File: config.mk
export PLATFORM = sky130hd
export DESIGN_NAME = fila_arbiter_flat
export DESIGN_NICKNAME = d
export VERILOG_FILES = /design/src/rtl/fila_arbiter_if.sv /design/src/rtl/fila_arbiter.sv /design/src/flat_wrapper.sv
export SDC_FILE = /design/constraint.sdc
export NUM_CORES = 1
export LEC_CHECK = 0
export CORE_UTILIZATION = 42
export CTS_CLUSTER_DIAMETER = 30
export DETAILED_ROUTE_END_ITERATION = 8
export GPL_TIMING_DRIVEN = 0
export PLACE_DENSITY = 0.76
export SKIP_LAST_GASP = 1
export SLEW_MARGIN = 10
export SYNTH_ARGS = -nofsm -noshare
export SYNTH_HDL_FRONTEND = slang
export SYNTH_SLANG_ARGS = --single-unit
export TNS_END_PERCENT = 5
File: constraint.sdc
create_clock -name clock_10KHz -period 2.3 [get_ports clock_10KHz]
set_input_delay 0.69 -clock clock_10KHz [delete_from_list [all_inputs] [get_ports clock_10KHz]]
set_output_delay 0.69 -clock clock_10KHz [all_outputs]
set_load 0.02 [all_outputs]
File: src/rtl/fila_arbiter_if.sv
// Handshake bundle between the FILA arbiter, its producers/consumer and the 8x8 FILA queue.
// The slave modport is the arbiter's view; the master modport is the surrounding system.
interface fila_arbiter_if #(
    parameter int N_PROD = 2
);
    logic [N_PROD-1:0]   prod_req;
    logic [8*N_PROD-1:0] prod_data;
    logic [N_PROD-1:0]   prod_ack;
    logic [N_PROD-1:0]   prod_nack;
    logic                cons_req;
    logic                cons_valid;
    logic [7:0]          cons_data;
    logic                cons_empty;
    logic [7:0]          q_data_in;
    logic                q_enqueue;
    logic                q_dequeue;
    logic [7:0]          q_data_out;
    logic [3:0]          q_len;
    logic                busy;
    logic                err_timeout;

    modport slave (
        input  prod_req, prod_data, cons_req, q_data_out, q_len,
        output prod_ack, prod_nack, cons_valid, cons_data, cons_empty,
               q_data_in, q_enqueue, q_dequeue, busy, err_timeout
    );

    modport master (
        output prod_req, prod_data, cons_req, q_data_out, q_len,
        input  prod_ack, prod_nack, cons_valid, cons_data, cons_empty,
               q_data_in, q_enqueue, q_dequeue, busy, err_timeout
    );
endinterface

File: src/rtl/fila_arbiter.sv
// Sequencer in front of the FILA queue: arbitrates N_PROD producers and one consumer,
// issues single-cycle enqueue/dequeue strobes and confirms each op by watching q_len.
module fila_arbiter #(
    parameter int N_PROD  = 2,
    parameter int DEPTH   = 8,
    parameter int TIMEOUT = 4
) (
    input logic           clock_10KHz,
    input logic           reset,
    fila_arbiter_if.slave bus
);
    localparam int PW = (N_PROD > 1) ? $clog2(N_PROD) : 1;
    localparam int CW = $clog2(TIMEOUT + 1);

    typedef enum logic [2:0] {
        IDLE, ENQ_ISSUE, ENQ_WAIT, DEQ_ISSUE, DEQ_WAIT, GUARD
    } state_t;

    typedef enum logic {
        TURN_PRODUCER, TURN_CONSUMER
    } turn_t;

    state_t            state;
    turn_t             turn;
    logic [PW-1:0]     rr_ptr;
    logic [PW-1:0]     cur;
    logic [3:0]        snap;
    logic [CW-1:0]     wait_cnt;

    logic              rr_found;
    logic [PW-1:0]     rr_winner;
    logic [PW-1:0]     rr_next;
    logic [N_PROD-1:0] win_onehot;
    logic [N_PROD-1:0] cur_onehot;
    logic [7:0]        win_data;
    logic              push_pend;
    logic              pop_pend;
    logic              grant_push;

    // Round-robin pick: scan from rr_ptr upwards first, then wrap to the low indices.
    always_comb begin
        rr_found  = 1'b0;
        rr_winner = '0;
        for (int i = 0; i < N_PROD; i++) begin
            if (!rr_found && i >= int'(rr_ptr) && bus.prod_req[i]) begin
                rr_found  = 1'b1;
                rr_winner = PW'(i);
            end
        end
        for (int i = 0; i < N_PROD; i++) begin
            if (!rr_found && i < int'(rr_ptr) && bus.prod_req[i]) begin
                rr_found  = 1'b1;
                rr_winner = PW'(i);
            end
        end
    end

    always_comb begin
        win_onehot = '0;
        cur_onehot = '0;
        win_data   = '0;
        for (int i = 0; i < N_PROD; i++) begin
            win_onehot[i] = (int'(rr_winner) == i);
            cur_onehot[i] = (int'(cur) == i);
            if (int'(rr_winner) == i) begin
                win_data = bus.prod_data[8*i +: 8];
            end
        end
    end

    assign rr_next    = (int'(rr_winner) == N_PROD - 1) ? '0 : rr_winner + PW'(1);
    assign push_pend  = rr_found;
    assign pop_pend   = bus.cons_req;
    assign grant_push = push_pend && (!pop_pend || turn == TURN_PRODUCER);

    // Every pulse output defaults low each cycle, so ack/nack/valid/empty and the
    // queue strobes are high for exactly the one cycle after the edge that sets them.
    always_ff @(posedge clock_10KHz or posedge reset) begin
        if (reset) begin
            state           <= IDLE;
            turn            <= TURN_PRODUCER;
            rr_ptr          <= '0;
            cur             <= '0;
            snap            <= '0;
            wait_cnt        <= '0;
            bus.prod_ack    <= '0;
            bus.prod_nack   <= '0;
            bus.cons_valid  <= 1'b0;
            bus.cons_data   <= '0;
            bus.cons_empty  <= 1'b0;
            bus.q_data_in   <= '0;
            bus.q_enqueue   <= 1'b0;
            bus.q_dequeue   <= 1'b0;
            bus.busy        <= 1'b0;
            bus.err_timeout <= 1'b0;
        end else begin
            bus.prod_ack   <= '0;
            bus.prod_nack  <= '0;
            bus.cons_valid <= 1'b0;
            bus.cons_empty <= 1'b0;
            bus.q_enqueue  <= 1'b0;
            bus.q_dequeue  <= 1'b0;

            case (state)
                IDLE: begin
                    if (push_pend || pop_pend) begin
                        turn     <= (turn == TURN_PRODUCER) ? TURN_CONSUMER : TURN_PRODUCER;
                        bus.busy <= 1'b1;
                        if (grant_push) begin
                            rr_ptr <= rr_next;
                            cur    <= rr_winner;
                            if (bus.q_len == 4'(DEPTH)) begin
                                bus.prod_nack <= win_onehot;
                                state         <= GUARD;
                            end else begin
                                snap          <= bus.q_len;
                                bus.q_data_in <= win_data;
                                bus.q_enqueue <= 1'b1;
                                state         <= ENQ_ISSUE;
                            end
                        end else begin
                            if (bus.q_len == 4'd0) begin
                                bus.cons_empty <= 1'b1;
                                state          <= GUARD;
                            end else begin
                                snap          <= bus.q_len;
                                bus.q_dequeue <= 1'b1;
                                state         <= DEQ_ISSUE;
                            end
                        end
                    end
                end

                ENQ_ISSUE: begin
                    wait_cnt <= '0;
                    state    <= ENQ_WAIT;
                end

                ENQ_WAIT: begin
                    if (bus.q_len == snap + 4'd1) begin
                        bus.prod_ack <= cur_onehot;
                        state        <= GUARD;
                    end else if (wait_cnt == CW'(TIMEOUT - 1)) begin
                        bus.err_timeout <= 1'b1;
                        bus.prod_nack   <= cur_onehot;
                        state           <= GUARD;
                    end else begin
                        wait_cnt <= wait_cnt + CW'(1);
                    end
                end

                DEQ_ISSUE: begin
                    wait_cnt <= '0;
                    state    <= DEQ_WAIT;
                end

                DEQ_WAIT: begin
                    if (bus.q_len == snap - 4'd1) begin
                        bus.cons_data  <= bus.q_data_out;
                        bus.cons_valid <= 1'b1;
                        state          <= GUARD;
                    end else if (wait_cnt == CW'(TIMEOUT - 1)) begin
                        bus.err_timeout <= 1'b1;
                        bus.cons_empty  <= 1'b1;
                        state           <= GUARD;
                    end else begin
                        wait_cnt <= wait_cnt + CW'(1);
                    end
                end

                GUARD: begin
                    bus.busy <= 1'b0;
                    state    <= IDLE;
                end

                default: begin
                    bus.busy <= 1'b0;
                    state    <= IDLE;
                end
            endcase
        end
    end
endmodule
File: src/flat_wrapper.sv
// flat-port wrapper written by rule: the top's interface ports become plain ports
module fila_arbiter_flat 
#(
    parameter int N_PROD  = 2,
    parameter int DEPTH   = 8,
    parameter int TIMEOUT = 4
)
  (clock_10KHz, reset, bus_prod_req, bus_prod_data, bus_cons_req, bus_q_data_out, bus_q_len, bus_prod_ack, bus_prod_nack, bus_cons_valid, bus_cons_data, bus_cons_empty, bus_q_data_in, bus_q_enqueue, bus_q_dequeue, bus_busy, bus_err_timeout);
  fila_arbiter_if #(.N_PROD(N_PROD)) bus_i ();
  input logic clock_10KHz;
  input logic reset;
  input wire logic [$bits(bus_i.prod_req)-1:0] bus_prod_req;
  input wire logic [$bits(bus_i.prod_data)-1:0] bus_prod_data;
  input wire logic [$bits(bus_i.cons_req)-1:0] bus_cons_req;
  input wire logic [$bits(bus_i.q_data_out)-1:0] bus_q_data_out;
  input wire logic [$bits(bus_i.q_len)-1:0] bus_q_len;
  output wire logic [$bits(bus_i.prod_ack)-1:0] bus_prod_ack;
  output wire logic [$bits(bus_i.prod_nack)-1:0] bus_prod_nack;
  output wire logic [$bits(bus_i.cons_valid)-1:0] bus_cons_valid;
  output wire logic [$bits(bus_i.cons_data)-1:0] bus_cons_data;
  output wire logic [$bits(bus_i.cons_empty)-1:0] bus_cons_empty;
  output wire logic [$bits(bus_i.q_data_in)-1:0] bus_q_data_in;
  output wire logic [$bits(bus_i.q_enqueue)-1:0] bus_q_enqueue;
  output wire logic [$bits(bus_i.q_dequeue)-1:0] bus_q_dequeue;
  output wire logic [$bits(bus_i.busy)-1:0] bus_busy;
  output wire logic [$bits(bus_i.err_timeout)-1:0] bus_err_timeout;
  assign bus_i.prod_req = bus_prod_req;
  assign bus_i.prod_data = bus_prod_data;
  assign bus_i.cons_req = bus_cons_req;
  assign bus_i.q_data_out = bus_q_data_out;
  assign bus_i.q_len = bus_q_len;
  assign bus_prod_ack = bus_i.prod_ack;
  assign bus_prod_nack = bus_i.prod_nack;
  assign bus_cons_valid = bus_i.cons_valid;
  assign bus_cons_data = bus_i.cons_data;
  assign bus_cons_empty = bus_i.cons_empty;
  assign bus_q_data_in = bus_i.q_data_in;
  assign bus_q_enqueue = bus_i.q_enqueue;
  assign bus_q_dequeue = bus_i.q_dequeue;
  assign bus_busy = bus_i.busy;
  assign bus_err_timeout = bus_i.err_timeout;
  fila_arbiter #(.N_PROD(N_PROD), .DEPTH(DEPTH), .TIMEOUT(TIMEOUT)) u_core (.clock_10KHz(clock_10KHz), .reset(reset), .bus(bus_i));
endmodule
# Yosys cells after proc, flatten, opt, wreduce, memory -nomap -nowiden
# Cells that the tools add are included.
[op_classes]
n_bitwise = 5
mul = 0
n_lt_le_gt_ge = 2
n_reduce_logical = 24
muxes = 53
n_div = 0
shift = 0
n_eq_ne = 13
add_sub_neg = 4
[ops]
columns = ["cell", "count"]
rows = [
  ["$mux 3", 10],
  ["$mux 1", 26],
  ["$pmux 3 s5", 1],
  ["$mux 2", 7],
  ["$mux 4", 3],
  ["$eq 3x2->1 const B", 3],
  ["$pmux 3 s3", 1],
  ["$reduce_and 3->1", 3],
  ["$eq 4x4->1", 2],
  ["$mux 8", 1],
  ["$reduce_and 4->1", 2],
  ["$ne 2x2->1 const B", 3],
  ["$pmux 1 s2", 3],
  ["$reduce_and 2->1", 3],
  ["$logic_and 1x1->1", 5],
  ["$not 1->1", 5],
  ["$add 4x1->4 const B", 1],
  ["$eq 4x4->1 const B", 1],
  ["$logic_not 4->1", 1],
  ["$ne 2x1->1 const B", 2],
  ["$pmux 2 s2", 1],
  ["$reduce_or 4->1", 1],
  ["$sub 4x1->4 const B", 1],
  ["$add 3x1->3 const B", 1],
  ["11 further kinds", 14],
]
[totals]
elab_cells = 117
mem_bits_rw = 0
memories = 0
register_bits = 39
latchBits = 0
mem_bits_ro = 0

# Depth between registers and ports, before layout
[logic_depth]
depth_word = 15
depth_mapped = 8

# Least setup slack after synthesis
# Ideal clock, no wire load.
[synth_path]
kind = "input port to flip-flop"
from = "in bus_q_len[3]"
to = "reg u_core.wait_cnt[0]"
t_arrival_ns = 2.236
path_stages = 7
setup_slack_ns = -0.061
t_required_ns = 2.175
setup_ns = 0.125
n_path_buf = 2
path_cell_list = "buf_6 > xnor2_4 > xnor2_1 > or4b_1 > buf_6 > and3b_4 > mux2_4"
[synth_between]
elab_chain_cells = 3
[synth_rtl]
columns = ["element", "line", "rtl"]
rows = [
  ["from (decl)", "flat_wrapper.sv:16", "input wire logic [$bits(bus_i.q_len)-1:0] bus_q_len;"],
  ["$eq 4x4->1, on equally long branches", "fila_arbiter.sv:158, fila_arbiter.sv:140", ""],
  ["$ne 2x2->1 (no source line)", "n/a", ""],
  ["$reduce_and 3->1 (no source line) (*)", "n/a", ""],
  ["to (signal assigned)", "fila_arbiter.sv:148", "wait_cnt <= wait_cnt + CW'(1);"],
  ["to (signal assigned)", "fila_arbiter.sv:167", "wait_cnt <= wait_cnt + CW'(1);"],
  ["to (decl)", "fila_arbiter.sv:28", "logic [CW-1:0] wait_cnt;"],
]
# Mark *: on every way between the ends. The rest lies on a longest branch, timed or not.
# A chain may end at the register's enable or synchronous reset.

# Final worst setup path
[layout_path]
from = "in bus_q_len[0]"
to = "reg u_core.wait_cnt[2]"
# Same word-level chain as after synthesis.

==> reports/results.txt <==
The flow ran to the end, and the final reports show no timing, DRC or antenna violations. Power spread over the standard cell area amounts to 1260 nW/um^2. The area fraction of the dominant cell type after synthesis is 50.5%, and the transition time at the pin with the least slew margin is 797 ps.

Together, buffers and inverters on the worst path number 2. The leading cell type in the layout, fill and taps excluded is clkdlybuf4s50_1. The area of the mapped netlist came out at 1930 um^2. Final global-route overflow total: 0.

The number of hold-slack violations in the final timing report is 0. The leakage power came out at 1.22 nW. The logs give 2580 um^2 for the post-placement cell area and 0 ps for the sum of negative setup slack.

In the routed design, unresolved DRC markers number 0. After layout, the worst setup slack is 60.7 ps. VDD sags by at most 0.779 mV. Setup repair after global routing could not meet its margin everywhere. The tools report the sum of net half-perimeters after detailed placement as 3020 um. The total nets after synthesis was 211.

The number of antenna cells inserted is 0. The most used flip-flop cell after synthesis is dfrtp_1. Global routing consumed, over all layers together, 17.2% of the routing resources. The mean post-synth cell area is 11.1 um^2. For this block, the initial DRC count from the detailed router was 48.

TritonCTS built the clock tree. The number of enable-type register cells in the synthesized netlist is 0. For the worst setup path, the data arrival time is 2410 ps.

Of all cell types, the one taking the most synthesized area is dfrtp_1. Port buffering added 57 buffers. The highest fanout seen on the critical path works out to 4. Entering global routing, the biggest net connects 40 pins.

The final route contains 1508 vias. The final layout contains 277 nets. The run gives 2 as the CTS H-tree depth.

The number of max-slew violations in the final report is 0. Timing analysis after detailed placement gives a worst setup slack of -698 ps. The library cells used most frequently in the layout, excluding fill and tap cells, are 54 x clkdlybuf4s50_1, 39 x dfrtp_1, 20 x nor2_1.

Measured along the x axis, the die boundary spans 69.8 um. Worst hold path class: reg -> reg. The fraction of the cycle the final worst path needs was 97.4%; the effective utilization at floorplan was 44.1%. The critical path data required time came out at 2470 ps. After synthesis, the cell types taking the most area are dfrtp_1 50%, mux2_2 6.4%, mux2i_1 4.1%. The number of maximum-capacitance violations was 0; the total length of routed wires was 3950 um. In this run the core area contains 24 standard-cell rows. The worst setup path is of the in -> reg kind. Synthesis handed over a netlist of 174 instances. The clock slew seen by the registers of the worst setup and hold paths came out at 70 ps. The shortest period the worst path allows works out to 2240 ps. The relative slew slack came out at 46.8%. The initial antenna violation count came out at 0. The tools report the detailed-routing iteration count for the pre-antenna-repair pass as 4. The setup clock skew after layout was 7.17 ps. The longest clock path from root to sink contains 2 buffers. The total clock buffers created by CTS was 5. The number of top-level pins was 59. The logs give 3.45 mW for the overall power and 2740 um^2 for the post-route cell area. The ratio of cells with drive above 1 in the final layout was 16.6%; the routability-driven placement congestion ratio was 0.801. The kind of cell with the highest combined delay along the critical path is simple AND/OR/NAND/NOR gates. Remaining number of nets flagged by the antenna check after routing: 0. The tools report the startpoint type of the worst setup path as an input port. The fmax is 0.447 GHz. Cell at the slowest stage of the critical path: or4b_4. CTS saw 39 sinks. The worst setup path is captured at a register. Walking the worst path, the cells encountered are dlygate4sd2_1 > xor2_1 > nor2b_1 > or4b_4 > buf_8 > and3b_4 > mux2_4. For this run, the slowest stage of the critical path takes 480 ps. The tree is rooted in a clkbuf_8. For this run, the number of Yosys warnings is 0. For this run, asynchronously set or reset flops after synthesis account for 100%.

The area growth from synthesis to layout is 41.6%. The logs give 1442 for the via count of the first global-routing pass and 4880 um^2 for the total die area. After synthesis, flip-flops and latches occupy 50.5% of the total area.

The wire length per cell came out at 13.5 um. The count of state elements after synthesis was 39; the final-layout fill cell count was 360. The clock reaches the later pin of the worst-skew pair after 290 ps.

The first global-routing pass estimated 6600 um of wire. The count of cell types in the netlist is 41, and the number of setup violations in the final report is 0. The floorplan step defined a core boundary enclosing 4380 um^2.

The die is 69.8 um tall. In the routed layout, each cell is associated on average with a via count of 5.15. In this run, post-CTS hold repair placed 0 buffers.
==> stage by stage <==
step	util, %	instances	hold slack [ps]
CTS	61.2	291	482
global placement	58.8	283	453
global route	62.4	293	490
detailed placement	58.8	283	463
floorplan	-	174	447
finish	62.4	293	470
==> final cells by class <==
type | count | area [um^2] | area share (%)
flip-flops and latches | 39 | 976 | 35.6
multi-input cells | 119 | 928 | 33.9
repair buffers | 59 | 589 | 21.5
clock buffers | 5 | 68.8 | 2.51
well taps | 52 | 65.1 | 2.38
plain buffers | 7 | 56.3 | 2.06
inverters | 9 | 33.8 | 1.23
clock inverters | 3 | 20.0 | 0.731
==> repair_timing <==
item,CTS,global route
gates cloned,0,0
endpoints found under the setup margin,23,17
pin swaps,0,0
gates resized for setup,4,8
hold endpoints to repair,0,0
buffers inserted,0,2
==> logic make-up after synthesis <==
| logic type | count (synthesis) | synth area share [%] |
|---|---|---|
| buffers and inverters | 16 | 4.01 |
| adders and majority gates | 5 | 3.11 |
| muxes | 22 | 12.9 |
| and+or+nand+nor | 53 | 14.2 |
| DFF | 39 | 50.5 |
| xor gates and xnor gates | 11 | 5.95 |
| AOI/OAI and AO/OA | 28 | 9.38 |
==> synthesized netlist by cell type (all sizes together) (2+ instances only) <==
cell type and instances:
and2 4, nor2 20, mux2i 8, o22ai 2
ha 4, dfrtp 39, nor2b 4, xor2 4
a211oi 2, nor3 7, inv 9, nand3 3
mux2 14, nand2b 2, nand2 5, buf 6
o21ai 3, xnor2 7, a21oi 13
==> power breakdown <==
part / internal [mW] / switching (mW)
clock network: 0.211 / 0.238
registers: 0.967 / 0.177
logic: 0.958 / 0.897
==> path summary, 6_finish.rpt <==
kind	cells past startpoint	endpoint	start	slack, ps
worst min register to register	1	u_core.bus.err_timeout	u_core.bus.err_timeout	470
min in group asynchronous	2	u_core.bus.q_data_in[7]	reset	870
max in group asynchronous	2	u_core.snap[0]	reset	920
worst max-delay path	7	u_core.wait_cnt[2]	bus_q_len[0]	60
worst max register to register	8	u_core.wait_cnt[2]	u_core.snap[0]	60
worst min-delay path	1	u_core.bus.err_timeout	u_core.bus.err_timeout	470
==> sequential cells by signal, indices dropped and copies added, names as in the netlist, 2 cells and up <==
signal	flops
u_core.bus.cons_data	8
u_core.bus.prod_ack	2
u_core.bus.prod_nack	2
u_core.bus.q_data_in	8
u_core.snap	4
u_core.state	3
u_core.wait_cnt	3
==> layer usage <==
metal | track usage [%] | wire [um] | share of wire [%] | up-vias
met4 | 5.33 | 41 | 1.0 | 0
met1 | 22.6 | 1740 | 44 | 725
li1 | - | - | - | 735
met3 | 4.36 | 188 | 4.8 | 4
met2 | 28.0 | 1980 | 50 | 44
met5 | 0 | 0 | 0 | -
No activity file was read; power rests on OpenSTA's default activity.
==> patch, RTL diff (config.mk and constraints unchanged) <==
`N_PROD` is set to 2 in 3 places; all go to 4.
--- a/src/rtl/fila_arbiter_if.sv
+++ b/src/rtl/fila_arbiter_if.sv
@@ -1,7 +1,7 @@
 // Handshake bundle between the FILA arbiter, its producers/consumer and the 8x8 FILA queue.
 // The slave modport is the arbiter's view; the master modport is the surrounding system.
 interface fila_arbiter_if #(
-    parameter int N_PROD = 2
+    parameter int N_PROD = 4
 );
     logic [N_PROD-1:0]   prod_req;
     logic [8*N_PROD-1:0] prod_data;
--- a/src/rtl/fila_arbiter.sv
+++ b/src/rtl/fila_arbiter.sv
@@ -1,7 +1,7 @@
 // Sequencer in front of the FILA queue: arbitrates N_PROD producers and one consumer,
 // issues single-cycle enqueue/dequeue strobes and confirms each op by watching q_len.
 module fila_arbiter #(
-    parameter int N_PROD  = 2,
+    parameter int N_PROD  = 4,
     parameter int DEPTH   = 8,
     parameter int TIMEOUT = 4
 ) (
--- a/src/flat_wrapper.sv
+++ b/src/flat_wrapper.sv
@@ -1,7 +1,7 @@
 // flat-port wrapper written by rule: the top's interface ports become plain ports
 module fila_arbiter_flat 
 #(
-    parameter int N_PROD  = 2,
+    parameter int N_PROD  = 4,
     parameter int DEPTH   = 8,
     parameter int TIMEOUT = 4
 )
Interface: changed (resized bus_prod_ack, bus_prod_data, bus_prod_nack and bus_prod_req); port bits go from 59 to 81. No check against the original RTL was run, so the function may have changed too.
==> patch against the unedited design <==
Combinational power increased by 31%. Setup slack got worse by 0.0034 ns. Wire length is 49% higher. Clock skew barely moved. Total power rose by 25%. Sequential cell count up 6. Cell area up 31%. Critical path depth unchanged. Area after synthesis up 25%. Via count increased by 37%. Critical path type is now reg -> reg. Largest cell class is now multi-input combinational cells. Largest power group unchanged.
==> patch: results (changes against the unedited design) <==
.. list-table::
   :header-rows: 1

   * - Metric
     - Value
   * - Run status
     - finished clean
   * - Post-Synthesis Net Count
     - 294 (+39%)
   * - RePlAce Congestion
     - 0.833 (+4.0%)
   * - Number of DRC markers in iteration 0
     - 47 (-2.1%)
   * - Nets@finish
     - 385 (+39%)
   * - Met1 demand-to-capacity share in global routing
     - 24.4% (+1.8 points)
   * - Vias after detailed routing
     - 2067 (+37%)
   * - Global-route wire length before repair
     - 9270 um (+40%)
   * - Detailed-routed wire length on met3
     - 219 um (+16%)
   * - Number of unique standard cell types used by synthesis
     - 49 (+20%)
   * - Biggest regs
     - u_core.bus.cons_data (8), u_core.bus.q_data_in (8)
   * - Post-synthesis sequential area ratio
     - 46.5% (-4.0 points)
   * - Slew Limit Headroom
     - 64.1% (+17 points)
   * - Port bufs
     - 79 (+39%)
   * - Worst Clk Skew
     - 0.00738 ns (+0.000213 ns)
   * - Global routing usage on met2
     - 33.1% (+5.1 points)
   * - DPL Wire Length
     - 4400 um (+46%)
   * - Commonest cells post-synth
     - 45 x sky130_fd_sc_hd__dfrtp_1, 20 x sky130_fd_sc_hd__nand2_1, 16 x sky130_fd_sc_hd__a21oi_1
   * - Hold Crit Depth
     - 2 (+1)
   * - Number of global-route vias before repair
     - 1995 (+38%)
   * - Worst-path fanout max
     - 6 (+2)
   * - Wirelength, routed
     - 5880 um (+49%)
   * - Met3 demand-to-capacity share in global routing
     - 4.35% (-0.0075 points)
   * - Kind of launch point of the worst setup path
     - flop
   * - Detailed-route wire length on metal 1
     - 2480 um (+42%)
   * - Largest net degree at the start of global routing
     - 38 (-5.0%)
   * - Cell depth of the worst flop-to-flop path
     - 7 (-1)
   * - Worst hold path endpoint
     - u_core.bus.q_data_in[0]
   * - Global Route Usage Sum
     - 19.4% (+2.2 points)
   * - H-tree depth reported by CTS
     - 2 (unchanged)
   * - Static leakage
     - 0.00154 uW (+26%)
   * - Period Utilization, post-route
     - 97.5% (+0.15 points)
   * - Launch point of the worst hold path
     - u_core.bus.q_data_in[0]
[patch: metrics by stage]
step,power [uW],setup TNS [ns],std cells,cell area [um2],hold slack (ns)
floorplan,2900,-0.173,235,2490,0.482
global placement,3550,-31.98,386,3370,0.455
detailed placement,3640,-20.02,387,3390,0.470
CTS,4280,-0.914,398,3550,0.489
global route,4630,-0.195,399,3590,0.515
finish,4320,0,399,3590,0.483
[patch: power by group]
group | total, uW | leakage (uW) | switching, uW | internal, uW
clock | 599 | 0.0000543 | 274 | 325
combinational | 2420 | 0.000904 | 1210 | 1210
sequential | 1310 | 0.000577 | 217 | 1090
total | 4320 | 0.00154 | 1700 | 2620
[patch: worst max-delay path, cell delays in order (launching register included)]
cell and delay (ns):
sky130_fd_sc_hd__dfrtp_1 0.47, sky130_fd_sc_hd__inv_1 0.07, sky130_fd_sc_hd__ha_1 0.30, sky130_fd_sc_hd__xor2_1 0.16, sky130_fd_sc_hd__nand2_1 0.13, sky130_fd_sc_hd__or3_4 0.41
sky130_fd_sc_hd__o211a_4 0.29, sky130_fd_sc_hd__mux2_4 0.30
[patch: cell type report]
class                   instances  share of cell area [%]
multi-input cells             168                    36.5
flip-flops and latches         45                    31.4
repair buffers                 86                    23.7
well taps                      72                    2.51
clock buffers                   5                    1.92
plain buffers                   9                    1.64
clock inverters                 3                    1.29
inverters                      11                    1.15
[patch: kinds of logic after synthesis]
| family | synth area share (%) |
|---|---|
| compound gates | 17.0 |
| xor+xnor | 4.96 |
| fa+ha+maj | 4.55 |
| buf+inv | 3.82 |
| flops | 46.5 |
| mux | 6.46 |
| simple gates | 16.7 |
[patch: what timing repair did]
item                       4_1_cts  5_1_grt
setup buffers                    4        2
pin swaps                        3       10
gates resized for setup         14       27
setup endpoints to repair       34       21
